## src/rtl/dcache_pkg.sv

```systemverilog
// rtl/dcache_pkg.sv - shared types and constants for the data cache
//
// Purpose: bus command encoding, line geometry and address-split constants
//          shared by dcache and dcache_mem.
// Ports:   none (package).
package dcache_pkg;

  typedef enum logic [1:0] {
    BUS_NONE  = 2'd0,
    BUS_LOAD  = 2'd1,
    BUS_STORE = 2'd2
  } bus_command_t;

  localparam int DCACHE_BLOCK_SIZE = 64;
  localparam int DCACHE_LINES      = 32;
  localparam int NUM_MEM_TAGS      = 16;

  localparam int ADDR_W    = 64;
  localparam int IDX_W     = $clog2(DCACHE_LINES);
  localparam int IDX_LSB   = 3;
  localparam int TAG_LSB   = IDX_LSB + IDX_W;
  localparam int TAG_W     = ADDR_W - TAG_LSB;
  localparam int MEM_TAG_W = $clog2(NUM_MEM_TAGS);

  function automatic logic [IDX_W-1:0] addr_index(input logic [ADDR_W-1:0] addr);
    return addr[TAG_LSB-1:IDX_LSB];
  endfunction

  function automatic logic [TAG_W-1:0] addr_tag(input logic [ADDR_W-1:0] addr);
    return addr[ADDR_W-1:TAG_LSB];
  endfunction

endpackage

```

## src/rtl/dcache_mem.sv

```systemverilog
// rtl/dcache_mem.sv - direct-mapped line array for the data cache
//
// Purpose: per-line valid/tag/data storage with one combinational read port
//          and one synchronous write port. Only the valid bits are reset.
// Ports:
//   clock, reset      rising-edge clock, asynchronous active-high reset
//   rd_idx            line index to read
//   rd_valid/tag/data contents of line rd_idx (combinational)
//   wr_en             write line wr_idx at the clock edge (sets valid)
//   wr_idx/tag/data   write address and contents
module dcache_mem
  import dcache_pkg::*;
(
  input  logic                         clock,
  input  logic                         reset,
  input  logic [IDX_W-1:0]             rd_idx,
  output logic                         rd_valid,
  output logic [TAG_W-1:0]             rd_tag,
  output logic [DCACHE_BLOCK_SIZE-1:0] rd_data,
  input  logic                         wr_en,
  input  logic [IDX_W-1:0]             wr_idx,
  input  logic [TAG_W-1:0]             wr_tag,
  input  logic [DCACHE_BLOCK_SIZE-1:0] wr_data
);

  logic [DCACHE_LINES-1:0]      valid;
  logic [TAG_W-1:0]             tags  [DCACHE_LINES];
  logic [DCACHE_BLOCK_SIZE-1:0] lines [DCACHE_LINES];

  assign rd_valid = valid[rd_idx];
  assign rd_tag   = tags[rd_idx];
  assign rd_data  = lines[rd_idx];

  always_ff @(posedge clock or posedge reset) begin
    if (reset) begin
      valid <= '0;
    end else if (wr_en) begin
      valid[wr_idx] <= 1'b1;
    end
  end

  // Tag and data contents are meaningless while valid is clear, so they
  // carry no reset.
  always_ff @(posedge clock) begin
    if (wr_en) begin
      tags[wr_idx]  <= wr_tag;
      lines[wr_idx] <= wr_data;
    end
  end

endmodule

```

## src/rtl/dcache.sv

```systemverilog
// rtl/dcache.sv - non-blocking direct-mapped write-through data cache
//
// Purpose: serves LSQ loads from a direct-mapped array, forwards misses and
//          all stores to a tagged memory bus, and tracks outstanding misses
//          in a table indexed by memory tag so fills land in the right line.
// Ports:
//   clock, reset          rising-edge clock, asynchronous active-high reset
//   Dmem2proc_response    tag memory gives this cycle's request (0 = rejected)
//   Dmem2proc_tag/data    completing memory transaction (tag 0 = none)
//   proc2Dcache_addr/command/data   processor request
//   proc2Dmem_command/addr/data     request to memory
//   Dcache2proc_data      hit data, or fill data when Dcache2proc_tag != 0
//   Dcache2proc_tag       tag of a miss completing this cycle
//   Dcache2proc_response  memory tag assigned to this cycle's miss or store
//   Dcache_data_hit       current load hits
module dcache
  import dcache_pkg::*;
(
  input  logic                         clock,
  input  logic                         reset,
  input  logic [MEM_TAG_W-1:0]         Dmem2proc_response,
  input  logic [MEM_TAG_W-1:0]         Dmem2proc_tag,
  input  logic [DCACHE_BLOCK_SIZE-1:0] Dmem2proc_data,
  input  logic [ADDR_W-1:0]            proc2Dcache_addr,
  input  bus_command_t                 proc2Dcache_command,
  input  logic [DCACHE_BLOCK_SIZE-1:0] proc2Dcache_data,
  output bus_command_t                 proc2Dmem_command,
  output logic [ADDR_W-1:0]            proc2Dmem_addr,
  output logic [DCACHE_BLOCK_SIZE-1:0] proc2Dmem_data,
  output logic [DCACHE_BLOCK_SIZE-1:0] Dcache2proc_data,
  output logic [MEM_TAG_W-1:0]         Dcache2proc_tag,
  output logic [MEM_TAG_W-1:0]         Dcache2proc_response,
  output logic                         Dcache_data_hit
);

  logic [IDX_W-1:0] req_idx;
  logic [TAG_W-1:0] req_tag;
  logic             unused_offset;

  assign req_idx       = addr_index(proc2Dcache_addr);
  assign req_tag       = addr_tag(proc2Dcache_addr);
  assign unused_offset = ^proc2Dcache_addr[IDX_LSB-1:0];

  // Line array
  logic                         rd_valid;
  logic [TAG_W-1:0]             rd_tag;
  logic [DCACHE_BLOCK_SIZE-1:0] rd_data;
  logic                         wr_en;
  logic [IDX_W-1:0]             wr_idx;
  logic [TAG_W-1:0]             wr_tag;
  logic [DCACHE_BLOCK_SIZE-1:0] wr_data;

  dcache_mem u_mem (
    .clock    (clock),
    .reset    (reset),
    .rd_idx   (req_idx),
    .rd_valid (rd_valid),
    .rd_tag   (rd_tag),
    .rd_data  (rd_data),
    .wr_en    (wr_en),
    .wr_idx   (wr_idx),
    .wr_tag   (wr_tag),
    .wr_data  (wr_data)
  );

  // Miss table, indexed by memory tag. Entry 0 is never written because
  // tag 0 means "none" on both memory-side buses.
  logic [NUM_MEM_TAGS-1:0] mt_valid;
  logic [IDX_W-1:0]        mt_idx [NUM_MEM_TAGS];
  logic [TAG_W-1:0]        mt_tag [NUM_MEM_TAGS];

  logic is_load, is_store, fill_active, line_hit;
  logic load_hit, load_miss, store_hit, issue;
  logic record_miss, store_wr, fill_wr, fill_blocked;
  logic [NUM_MEM_TAGS-1:0] store_kill;

  always_comb begin
    is_load     = (proc2Dcache_command == BUS_LOAD);
    is_store    = (proc2Dcache_command == BUS_STORE);
    fill_active = (Dmem2proc_tag != '0);
    line_hit    = rd_valid && (rd_tag == req_tag);

    // A fill owns the return data bus, so a load that would hit this cycle
    // is pushed to memory instead.
    load_hit    = is_load && line_hit && !fill_active;
    load_miss   = is_load && !load_hit;
    store_hit   = is_store && line_hit;
    issue       = load_miss || is_store;
    record_miss = load_miss && (Dmem2proc_response != '0);
    store_wr    = store_hit && (Dmem2proc_response != '0);

    // A store supersedes any outstanding load to the same block; its fill
    // would otherwise install pre-store data.
    for (int i = 0; i < NUM_MEM_TAGS; i++) begin
      store_kill[i] = is_store && mt_valid[i] &&
                      (mt_idx[i] == req_idx) && (mt_tag[i] == req_tag);
    end

    // The same protection for a fill of that block landing this very cycle.
    fill_blocked = is_store &&
                   (mt_idx[Dmem2proc_tag] == req_idx) &&
                   (mt_tag[Dmem2proc_tag] == req_tag);
    fill_wr      = fill_active && mt_valid[Dmem2proc_tag] && !fill_blocked;

    // One write port: the store wins. Dropping a fill only costs a later
    // miss, whereas dropping a store update would leave stale data.
    wr_en   = store_wr || fill_wr;
    wr_idx  = req_idx;
    wr_tag  = req_tag;
    wr_data = proc2Dcache_data;
    if (!store_wr) begin
      wr_idx  = mt_idx[Dmem2proc_tag];
      wr_tag  = mt_tag[Dmem2proc_tag];
      wr_data = Dmem2proc_data;
    end
  end

  always_ff @(posedge clock or posedge reset) begin
    if (reset) begin
      mt_valid <= '0;
    end else begin
      if (fill_active) begin
        mt_valid[Dmem2proc_tag] <= 1'b0;
      end
      mt_valid <= (fill_active ? (mt_valid & ~(NUM_MEM_TAGS'(1) << Dmem2proc_tag))
                               : mt_valid) & ~store_kill;
      // Ordered last so a new miss reusing the completing tag survives.
      if (record_miss) begin
        mt_valid[Dmem2proc_response] <= 1'b1;
      end
    end
  end

  always_ff @(posedge clock) begin
    if (record_miss) begin
      mt_idx[Dmem2proc_response] <= req_idx;
      mt_tag[Dmem2proc_response] <= req_tag;
    end
  end

  // Outputs are held at their idle values while reset is asserted.
  always_comb begin
    proc2Dmem_command    = BUS_NONE;
    proc2Dmem_addr       = '0;
    proc2Dmem_data       = '0;
    Dcache2proc_data     = '0;
    Dcache2proc_tag      = '0;
    Dcache2proc_response = '0;
    Dcache_data_hit      = 1'b0;
    if (!reset) begin
      if (issue) begin
        proc2Dmem_command    = is_store ? BUS_STORE : BUS_LOAD;
        proc2Dmem_addr       = {proc2Dcache_addr[ADDR_W-1:IDX_LSB], {IDX_LSB{1'b0}}};
        Dcache2proc_response = Dmem2proc_response;
      end
      if (is_store) begin
        proc2Dmem_data = proc2Dcache_data;
      end
      if (fill_active) begin
        Dcache2proc_tag  = Dmem2proc_tag;
        Dcache2proc_data = Dmem2proc_data;
      end else if (load_hit) begin
        Dcache2proc_data = rd_data;
      end
      Dcache_data_hit = load_hit;
    end
  end

endmodule

```

## config.mk

```make
export PLATFORM = sky130hd
export DESIGN_NAME = dcache
export DESIGN_NICKNAME = d
export VERILOG_FILES = /design/src/rtl/dcache_pkg.sv /design/src/rtl/dcache_mem.sv /design/src/rtl/dcache.sv
export SDC_FILE = /design/constraint.sdc
export NUM_CORES = 2
export LEC_CHECK = 0
export BUFFER_PORTS_ARGS = -buffer_cell sky130_fd_sc_hd__buf_2
export CAP_MARGIN = 5
export CORE_ASPECT_RATIO = 0.9
export CORE_UTILIZATION = 40
export DETAILED_ROUTE_END_ITERATION = 7
export GPL_TIMING_DRIVEN = 0
export SLEW_MARGIN = 10
export SYNTH_ARGS = -nofsm -noshare
export SYNTH_HDL_FRONTEND = slang
export SYNTH_MEMORY_MAX_BITS = 65536
export SYNTH_SLANG_ARGS = --single-unit
```

## constraint.sdc

```tcl
create_clock -name clock -period 15 [get_ports clock]
set_input_delay 0 -clock clock [delete_from_list [all_inputs] [get_ports clock]]
set_output_delay 0 -clock clock [all_outputs]
set_load 0.02 [all_outputs]
```

==> results.json <==
{
  "p_total_mw": 31.25,
  "dr.first_iter.drc_count": 21680,
  "grt_antenna_before_repair": 151,
  "critical_path.reg2reg.endpoint": "u_mem.lines[7][57]",
  "clock-root-buffer": "sky130_fd_sc_hd__clkbuf_16",
  "grt_use_total_pct": 36.15,
  "yosys.cell_types.count": 68,
  "dr_total_vias": 124500,
  "finalSetupTns_ns": 0,
  "grt_start_max_net_pins": 34,
  "fin_crit_ns": 10.80,
  "max-vdd-ir-drop_v": 0.0001314,
  "nets": 12230,
  "std_cell_rows": 247,
  "average_size_of_a_mapped_cell_sq_um": 19.83,
  "final-hold-violation-count": 0,
  "timing.hold.worst.class": "in2reg",
  "post_synth_instance_area_sq_mm": 0.2025,
  "post_syn_instances": 10210,
  "post-route-util_pct": 48.37,
  "routed_wl_um": 938500,
  "placed_cell_area_sq_mm": 0.2243,
  "setup_viols_final": 0,
  "clock_tree.buffer_depth": 4,
  "pwr_density_cell_mw_per_mm2": 128.3,
  "via_per_inst": 6.488,
  "r2r-start": "u_mem.tags[21][43]",
  "post-cts-setup-buffers": 0,
  "outcome": "complete, but fails checks",
  "fmaxAchievable_mhz": 92.61,
  "rsz0062_at_grt": "no",
  "cts_htree_levels": 6,
  "gr-total-overflow": 0,
  "remaining_max_slew_budget_at_the_tightest_pin_pct": -9.879,
  "coreArea_sq_mm": 0.5034,
  "count_of_clock_tree_sinks": 4863,
  "async_flop_share_pct": 0.9665,
  "die_height_um": 676.9,
  "setup.worst_path.end": "Dcache2proc_data[61]",
  "routedWlPerCell_um": 48.91,
  "leakage_nw": 79.36,
  "die_ar_sq_mm": 0.5090,
  "timing.max_cap.violations": 8,
  "clock-skew-final_ns": 0.06561,
  "clock_tree_from_tritoncts": "done",
  "worstMarginPinSlew_ns": 1.636,
  "synthesis.yosys.warnings": 0,
  "ys_seq_elements": 4863,
  "post-route-cell-area_sq_mm": 0.2435,
  "cts_made_buffers": 529,
  "io_pins": 407,
  "cts_resized": 0,
  "floorplan.initialDensity_pct": 40.22,
  "synth.yosys.seq_area_share_pct": 72.01,
  "drive_above_1_share_pct": 27.81,
  "global_route_wire_length_before_repair_um": 1197000,
  "clkSlewWorstSetupHoldPaths_ns": 0.06,
  "violations_in_the_final_reports": "max-capacitance violations, max-slew violations",
  "timing.critical_path.from": "proc2Dcache_addr[4]",
  "criticalPathCategory": "in2out",
  "via_count_of_the_first_global_routing_pass": 116800,
  "post_cts_hold_buffer_count": 231,
  "timing.final.max_slew_violations": 32,
  "end_kind": "primary output",
  "clock_latency_ns": 1.09,
  "die_x_um": 751.9,
  "finalCritPeriodShare_pct": 71.98,
  "detailed_place_hpwl_um": 701800,
  "placement.io_buffers": 397,
  "area_growth_syn_to_layout_pct": 20.27,
  "most_used_flip_flop_cell_after_synthesis": "sky130_fd_sc_hd__edfxtp_1",
  "setup_slack_reg_to_reg_ns": 7.33,
  "path_max_fanout": 20,
  "number_of_remaining_drc_errors": 0,
  "worst-r2r-cell-count": 12,
  "drt.antenna.violating_nets": 0,
  "cp.required_ns": 15.00,
  "place.gp.congestion": 1.064,
  "drt-pass1-iter-count": 6,
  "cp_data_arrival_time_ns": 10.80,
  "worst_setup_path_start_kind": "input port",
  "number_of_flops_mapped_to_enable_cells_by_yosys": 4816
}
-- cell usage in the layout, fill, tap and decap left out, types with 116 or more instances in the layout --
cell type / instances
sky130_fd_sc_hd__buf_4: 201
sky130_fd_sc_hd__buf_2: 535
sky130_fd_sc_hd__xnor2_1: 769
sky130_fd_sc_hd__buf_12: 224
sky130_fd_sc_hd__clkbuf_16: 547
sky130_fd_sc_hd__mux2i_1: 586
sky130_fd_sc_hd__nand2_1: 273
sky130_fd_sc_hd__mux4_2: 1168
sky130_fd_sc_hd__nand4_1: 250
sky130_fd_sc_hd__a21oi_1: 120
sky130_fd_sc_hd__a22oi_1: 189
sky130_fd_sc_hd__clkbuf_1: 409
sky130_fd_sc_hd__buf_16: 124
sky130_fd_sc_hd__edfxtp_1: 4816
sky130_fd_sc_hd__xor2_1: 116
sky130_fd_sc_hd__dlygate4sd3_1: 230
-- sequential cells by signal, summed over array words and instances (netlist names) --
signal / count
u_mem.tags: 1792
u_mem.valid: 32
mt_tag: 896
u_mem.lines: 2048
mt_valid: 15
mt_idx: 80
-- report_power, final --
part	switching [mW]	internal, mW	total (mW)
Sequential	0.0795	15.2	15.3
Clock	5.58	7.30	12.9
Combinational	2.17	0.907	3.08
Total	7.83	23.4	31.2
-- synth_stat cells, drive strengths merged, types with 14 or more instances --
cell        n  share of area [%]
a211oi     66               0.24
a21oi     120               0.30
a221oi     53               0.23
a22o       28               0.12
a22oi     190               0.70
a32oi      17              0.074
and2       14              0.043
and3       74               0.23
buf       307               0.92
clkbuf    354               0.66
dfrtp      47               0.58
edfxtp   4816                 71
inv        71               0.13
mux2      115               0.78
mux2i     626                3.1
mux4     1168                 13
nand2     273               0.51
nand2b     16              0.049
nand3      58               0.14
nand4     250               0.77
nor2       70               0.13
nor2b      15              0.046
nor3       27              0.069
nor4      120               0.38
o21ai      74               0.18
o21bai     32               0.12
o221ai     16              0.069
o22ai      49               0.15
o2bb2ai    20              0.087
o31ai      73               0.27
o41ai      14              0.061
xnor2     803                3.5
xor2      122               0.53
-- logic make-up (layout without fill, tap and decap cells) --
family / after synthesis / after routing / synth area share (%)
flip-flops: 4863 / 4863 / 72.01
AND/OR/NAND/NOR: 949 / 949 / 2.493
buffers and inverters: 744 / 2901 / 1.732
multiplexers: 1909 / 1909 / 16.87
AO/OA/AOI/OAI: 817 / 817 / 2.889
other: 1 / 102 / 0.001852
XOR/XNOR: 925 / 925 / 4.001
-- per-stage QoR --
step,cells,setup slack [ns],hold slack (ns)
final,19190,4.203,0.06365
after CTS,19150,4.859,0.005845
after global placement,17390,-20.60,0.3393
after global routing,19160,4.540,0.06276
after detailed placement,17980,4.553,0.3334
after floorplan,10270,2.866,0.09887
-- cell type report --
class / count / area [sq um]
Antenna cell: 38 / 95.09
Buffer: 661 / 3368
Clock buffer: 694 / 14260
Clock inverter: 244 / 2315
Fill cell: 41130 / 259900
Inverter: 83 / 311.5
Multi-Input combinational cell: 4664 / 54660
Sequential cell: 4863 / 145800
Tap cell: 6723 / 8412
Timing Repair Buffer: 1219 / 14300
-- worst min path at each step --
stage	cells after the start	start	slack (ns)	to
2_1_floorplan	0	proc2Dcache_addr[3]	0.1	mt_idx[0][0]
3_3_place_gp	4	Dmem2proc_data[21]	0.34	Dcache2proc_data[21]
3_5_place_dp	4	Dmem2proc_data[4]	0.33	Dcache2proc_data[4]
4_1_cts	4	reset	0.006	u_mem.valid[5]
5_1_grt	2	proc2Dcache_addr[8]	0.06	mt_tag[15][0]
6_report	2	proc2Dcache_addr[54]	0.06	mt_tag[12][46]
-- metal layers --
metal  share of wire [%]  up-vias  global-route usage [%]  wire length (um)
li1                    -    45880                       -                 -
met1                  40    67560                   51.11            376300
met2                  42     9598                   51.28            396600
met3                  14     1405                   14.01            128200
met4                 3.9       46                   11.77             36780
met5               0.067        -                       0               632
-- critical path, cell delays in order --
cell and delay, ns:
sky130_fd_sc_hd__dlygate4sd3_1 0.54, sky130_fd_sc_hd__buf_2 0.72, sky130_fd_sc_hd__buf_2 0.51, sky130_fd_sc_hd__and2_0 0.28, sky130_fd_sc_hd__clkbuf_1 0.98, sky130_fd_sc_hd__buf_1 0.67, sky130_fd_sc_hd__buf_1 0.79, sky130_fd_sc_hd__clkbuf_1 0.58
sky130_fd_sc_hd__a22oi_1 0.20, sky130_fd_sc_hd__nand3_1 0.15, sky130_fd_sc_hd__nand4_1 0.61, sky130_fd_sc_hd__xnor2_1 0.38, sky130_fd_sc_hd__nor4_1 0.24, sky130_fd_sc_hd__nand4_1 0.26, sky130_fd_sc_hd__nor4_2 0.37, sky130_fd_sc_hd__nand3_1 0.86
sky130_fd_sc_hd__buf_2 0.60, sky130_fd_sc_hd__buf_2 0.47, sky130_fd_sc_hd__o31ai_1 1.00, sky130_fd_sc_hd__buf_2 0.32
Note: power is estimated with default switching activity, not from simulation.
